--- config.mk ---
export PLATFORM = sky130hd
export DESIGN_NAME = meirei_feeder
export DESIGN_NICKNAME = d
export VERILOG_FILES = /design/src/rtl/meirei_feeder_pkg.sv /design/src/rtl/meirei_feeder_prog_mem.sv /design/src/rtl/meirei_feeder.sv
export SDC_FILE = /design/constraint.sdc
export NUM_CORES = 2
export LEC_CHECK = 0
export CORE_UTILIZATION = 45
export DETAILED_ROUTE_END_ITERATION = 12
export GPL_ROUTABILITY_DRIVEN = 1
export PLACE_DENSITY = 0.61
export SLEW_MARGIN = 20
export SYNTH_ARGS = -nofsm -noshare
export SYNTH_HDL_FRONTEND = slang
export SYNTH_HIERARCHICAL = 1
export SYNTH_SLANG_ARGS = --single-unit
--- constraint.sdc ---
create_clock -name clk -period 8.05 [get_ports clk]
set_clock_uncertainty 0.15 [all_clocks]
set_input_delay 1.61 -clock clk [delete_from_list [all_inputs] [get_ports clk]]
set_output_delay 1.61 -clock clk [all_outputs]
set_load 0.03 [all_outputs]
--- src/rtl/meirei_feeder_pkg.sv ---
// Shared types and phase constants for the meirei instruction feeder.
package feeder_pkg;

  typedef enum logic [2:0] {
    IDLE,
    LOAD,
    READY,
    RUN,
    HALT
  } state_e;

  localparam logic [2:0] PH_RESET = 3'd5;
  localparam logic [2:0] PH_READ  = 3'd3;
  localparam logic [2:0] PH_FETCH = 3'd4;

  // Core phase sequence: counts mod 8 but wraps 4 -> 0.
  function automatic logic [2:0] ph_next(input logic [2:0] ph);
    return (ph == PH_FETCH) ? 3'd0 : ph + 3'd1;
  endfunction

endpackage

--- src/rtl/meirei_feeder_prog_mem.sv ---
// Program buffer: 2^AW x 16 single-port RAM, synchronous write and read.
module prog_mem #(
  parameter int unsigned AW = 8
) (
  input  logic          clk,
  input  logic          rst,
  input  logic          we,
  input  logic          re,
  input  logic [AW-1:0] addr,
  input  logic [15:0]   wdata,
  output logic [15:0]   rdata
);

  logic [15:0] mem_q [2**AW];
  logic [15:0] rdata_q, rdata_d;

  always_comb begin
    rdata_d = rdata_q;
    if (re) rdata_d = mem_q[addr];
  end

  always_ff @(posedge clk) begin
    if (we) mem_q[addr] <= wdata;
  end

  always_ff @(posedge clk) begin
    if (rst) rdata_q <= '0;
    else     rdata_q <= rdata_d;
  end

  assign rdata = rdata_q;

endmodule

--- src/rtl/meirei_feeder.sv ---
// Host-loaded program buffer feeding the core's meirei input in step with
// the core's 5-phase counter; halts the core when pc leaves the program.
module meirei_feeder
  import feeder_pkg::*;
#(
  parameter int unsigned AW        = 8,
  parameter logic [15:0] FILL_WORD = 16'h0000
) (
  input  logic          clk,
  input  logic          rst,
  input  logic          load_valid,
  output logic          load_ready,
  input  logic [15:0]   load_data,
  input  logic          load_last,
  input  logic          start,
  input  logic          stop,
  input  logic [15:0]   fetch_addr,
  output logic [15:0]   meirei,
  output logic          meirei_valid,
  output logic          core_rst,
  output logic          halted,
  output logic [AW:0]   prog_len
);

  localparam logic [AW:0] FULL_LEN = {1'b1, {AW{1'b0}}};

  state_e        state_q, state_d;
  logic [AW:0]   prog_len_q, prog_len_d;
  logic [AW-1:0] wptr_q, wptr_d;
  logic [2:0]    ph_q, ph_d;
  logic          core_rst_q, core_rst_d;
  logic          in_range_q, in_range_d;

  logic          full, accept, restart, fetch, in_range;
  logic [AW-1:0] mem_addr;
  logic [15:0]   mem_rdata;

  always_comb begin
    full     = (prog_len_q == FULL_LEN);
    fetch    = (state_q == RUN) && (ph_q == PH_READ);
    in_range = fetch_addr < 16'(prog_len_q);

    load_ready = 1'b0;
    case (state_q)
      IDLE:        load_ready = 1'b1;
      LOAD:        load_ready = !full;
      READY, HALT: load_ready = !full && !start;
      default:     load_ready = 1'b0;
    endcase
    if (stop) load_ready = 1'b0;

    accept  = load_valid && load_ready;
    // Any accept outside LOAD begins a fresh program at address 0.
    restart = accept && (state_q != LOAD);

    if (fetch)        mem_addr = fetch_addr[AW-1:0];
    else if (restart) mem_addr = '0;
    else              mem_addr = wptr_q;

    state_d    = state_q;
    prog_len_d = prog_len_q;
    wptr_d     = wptr_q;
    in_range_d = in_range_q;

    if (accept) begin
      prog_len_d = restart ? (AW+1)'(1) : prog_len_q + 1'b1;
      wptr_d     = restart ? AW'(1) : wptr_q + 1'b1;
      state_d    = (load_last || prog_len_d == FULL_LEN) ? READY : LOAD;
    end

    case (state_q)
      READY, HALT: if (start) state_d = RUN;
      RUN: begin
        if (fetch) in_range_d = in_range;
        else if (ph_q == PH_FETCH && !in_range_q) state_d = HALT;
      end
      default: ;
    endcase

    if (stop) state_d = IDLE;

    core_rst_d = (state_d != RUN);
    ph_d       = (state_q == RUN && state_d == RUN) ? ph_next(ph_q) : PH_RESET;
  end

  always_ff @(posedge clk) begin
    if (rst) begin
      state_q    <= IDLE;
      prog_len_q <= '0;
      wptr_q     <= '0;
      ph_q       <= PH_RESET;
      core_rst_q <= 1'b1;
      in_range_q <= 1'b1;
    end else begin
      state_q    <= state_d;
      prog_len_q <= prog_len_d;
      wptr_q     <= wptr_d;
      ph_q       <= ph_d;
      core_rst_q <= core_rst_d;
      in_range_q <= in_range_d;
    end
  end

  prog_mem #(
    .AW(AW)
  ) u_prog_mem (
    .clk  (clk),
    .rst  (rst),
    .we   (accept),
    .re   (fetch),
    .addr (mem_addr),
    .wdata(load_data),
    .rdata(mem_rdata)
  );

  // The RAM read register and the range flag update on the same edge, so
  // together they behave as the registered meirei word.
  assign meirei       = in_range_q ? mem_rdata : FILL_WORD;
  assign meirei_valid = (state_q == RUN) && (ph_q == PH_FETCH);
  assign core_rst     = core_rst_q;
  assign halted       = (state_q == HALT);
  assign prog_len     = prog_len_q;

endmodule

==> results.yml <==
global_routing:
  grt_pass1_vias: 79600
  grt_pass1_wl_mm: 626
  grt_usage_pct: 25.1
  grt_overflow_total: 0
  grt_max_degree: 193
  antenna_found_initial: 30
synthesis:
  synth.cells.most_frequent: "edfxtp_1 (4,096), mux4_2 (934), nor2_1 (325), o22ai_1 (239), mux2i_1 (210)"
  yosysWarnings: 6
  postSynthNetCount: 7335
  synth_seq_area_share_pct: 78.0
  yosys_most_used_dff: "edfxtp_1"
  synth-async-reset-ratio_pct: 0
  synth_top_area_share_pct: 77.5
  synth_edf_count: 4096
  ys_top_cells_by_area: "edfxtp_1 (78%), mux4_2 (13%), mux2i_1 (1.3%)"
  yosysMostFrequentCell: "edfxtp_1"
  yosysTopAreaCell: "edfxtp_1"
  mappedNetlistArea_um2: 159000
  ys_seq_elements: 4137
  synthCells: 7283
  syn_avg_cell_area_um2: 21.8
  yosys.cell_types.count: 78
cells_and_area:
  seq_area_um2: 124000
  nets: 7964
  syn2layout_area_growth_pct: 14.6
  nFillCells: 27000
  multi_input_area_um2: 32900
  drive_gt1_share_pct: 27.9
critical_path:
  arrival_ps: 7790
  crit_path_max_fanout: 32
  cp_top_family: "compound AO/OA/AOI/OAI gates"
  cp_slowest_stage_delay_ps: 870
  crit_slowest_cell: "a22o_4"
  cp.buffers_inverters: 5
  cp.required_ps: 8730
  endpoint_kind: "register"
  startpoint_type: "input port"
  critical_path_class: "input port to register"
  crit_chain: "clkdlybuf4s50_1 -> nor4b_1 -> a22oi_1 -> a21o_1 -> inv_2 -> a21oi_2 -> a22o_4 -> buf_12 -> buf_12 -> mux4_2 -> a22o_1 -> a221oi_1 -> a31oi_1 -> nor4b_1 -> buf_4 -> o21ai_0"
routing:
  vias_per_cell: 6.33
  vias: 81500
  remaining_drc_errors: 0
  drtIter0Drc: 11700
  wl_per_cell_um: 35.0
  ant_nets: 0
  wirelength_mm: 450
  first_pass_iters: 8
power:
  finalPower_mw: 44.5
  peakVddDrop_mv: 0.178
  powerDensity_nw_per_um2: 245
  clockPowerShare_pct: 43.0
  combPwrFrac_pct: 3.8
  p_sw_share_pct: 20.7
  power_leakage_nw: 55.5
  p_int_mw: 35.3
  pwr-share-seq_pct: 53.2
  switchingPower_mw: 9.22
placement:
  dp_hpwl_mm: 276
  globalplace.congestion: 0.871
  port_buffers: 66
clock_network:
  clock_latency_ps: 950
  cts.sinks: 4137
  clkTransAtPathRegs_ps: 70
  h-tree-depth: 5
  cts_buffer_depth: 4
  cts_setup_buffers: 0
  cts.hold.buffers_added: 0
  cts_resized: 0
  numCtsBuffers: 410
  root_buffer: "clkbuf_16"
  cts_tree: "done"
floorplan:
  fp.coreArea_um2: 350000
  die_h_um: 596
  initial_core_util_pct: 45.3
  pin_count: 67
  dieArea_um2: 355000
  rows: 217
  die_w_um: 596
hold_path:
  worstHoldPathType: "register to register"
flow_run:
  max_cap_violations: 0
sta:
  fmax_mhz: 141
  maxSlewHeadroom_pct: 13.8
  tightest_slew_ps: 1290
  hold_viol: 0
  maxSlewViolCount: 0
  grt_setup_unrepaired: "false"
  period_share_pct: 88.3
  fin_crit_ps: 7110
  final.setup.tns_ps: 0
  finalSetupViolations: 0
outcome:
  status: "completed"
## cell families after synthesis
| logic type | after synthesis | synth area share [%] |
|---|---|---|
| compound gates | 715 | 3.17 |
| flops | 4137 | 78.0 |
| xor+xnor | 8 | 0.0442 |
| mux | 1154 | 14.7 |
| fa+ha+maj | 14 | 0.110 |
| buf+inv | 452 | 1.58 |
| simple gates | 803 | 2.40 |
## layout by cell type (no fill, tap or decap), types with 29 or more instances in the layout
master,instances
edfxtp_1,4096
mux4_2,934
buf_4,521
clkbuf_16,418
nor2_1,263
o22ai_1,239
mux2i_1,210
nand2_1,144
a22oi_1,109
clkbuf_1,88
clkinv_2,83
clkinv_1,79
nor2_2,62
o21ai_0,59
buf_12,56
clkdlybuf4s50_1,49
nor3_2,49
a21oi_1,48
nor4_1,42
bufinv_16,41
dfxtp_1,40
nand3_1,39
a221oi_1,38
nor3_1,29
## metrics by stage
stage	setup slack (ps)	utilization, %	hold WS (ps)	cell area [um2]	cells
final	941	51.9	362	182000	12900
after CTS	1190	51.9	362	182000	12900
after detailed placement	188	48.1	351	168000	12100
after floorplan	2080	-	302	159000	7283
after global routing	1000	51.9	416	182000	12900
after global placement	147	48.1	349	168000	12100
## flip-flops by register name, summed over array words and instances, names as in the netlist
| register | flops |
|---|---|
| core_rst | 1 |
| prog_len | 9 |
| ph_q | 3 |
| u_prog_mem/mem_q | 4096 |
| u_prog_mem/rdata | 16 |
| state_q | 3 |
| in_range_q | 1 |
| wptr_q | 8 |
## power by group through the flow
stage          registers, mW  clock network (mW)  logic, mW
2_1_floorplan           24.1                   0      0.944
3_3_place_gp            24.1                   0       1.69
3_5_place_dp            24.1                   0       1.72
4_1_cts                 23.7                19.3       1.73
5_1_grt                 23.7                20.1       1.80
6_report                23.7                19.1       1.71
## area by class of cell
type	instances	share of cell area [%]
flip-flops and latches	4137	68.1
multi-input cells	2694	18.1
clock buffers	517	6.02
repair buffers	644	3.18
well taps	4599	3.17
clock inverters	242	1.35
inverters	25	0.0530
diodes	15	0.0207
## tightest hold or removal path, stage by stage (launching register included)
cell      delay [ps]
dfxtp_1          330
nor2_1            90
a211oi_1          50
## final timing paths
kind | start | endpoint | slack [ps] | cells after the start
max | stop | u_prog_mem/rdata[2] | 940 | 16
min | u_prog_mem/rdata[11] | u_prog_mem/rdata[11] | 360 | 2
max reg2reg | prog_len[2] | u_prog_mem/rdata[2] | 1120 | 15
min reg2reg | u_prog_mem/rdata[11] | u_prog_mem/rdata[11] | 360 | 2
## routing by layer
layer / track usage (%) / vias up / wire length (um)
li1: - / 32200 / -
met1: 35.9 / 43800 / 175000
met2: 38.6 / 4738 / 209000
met3: 5.29 / 741 / 48600
met4: 8.31 / 16 / 16500
met5: 0 / - / 114
Power figures use the tool's default switching activity.
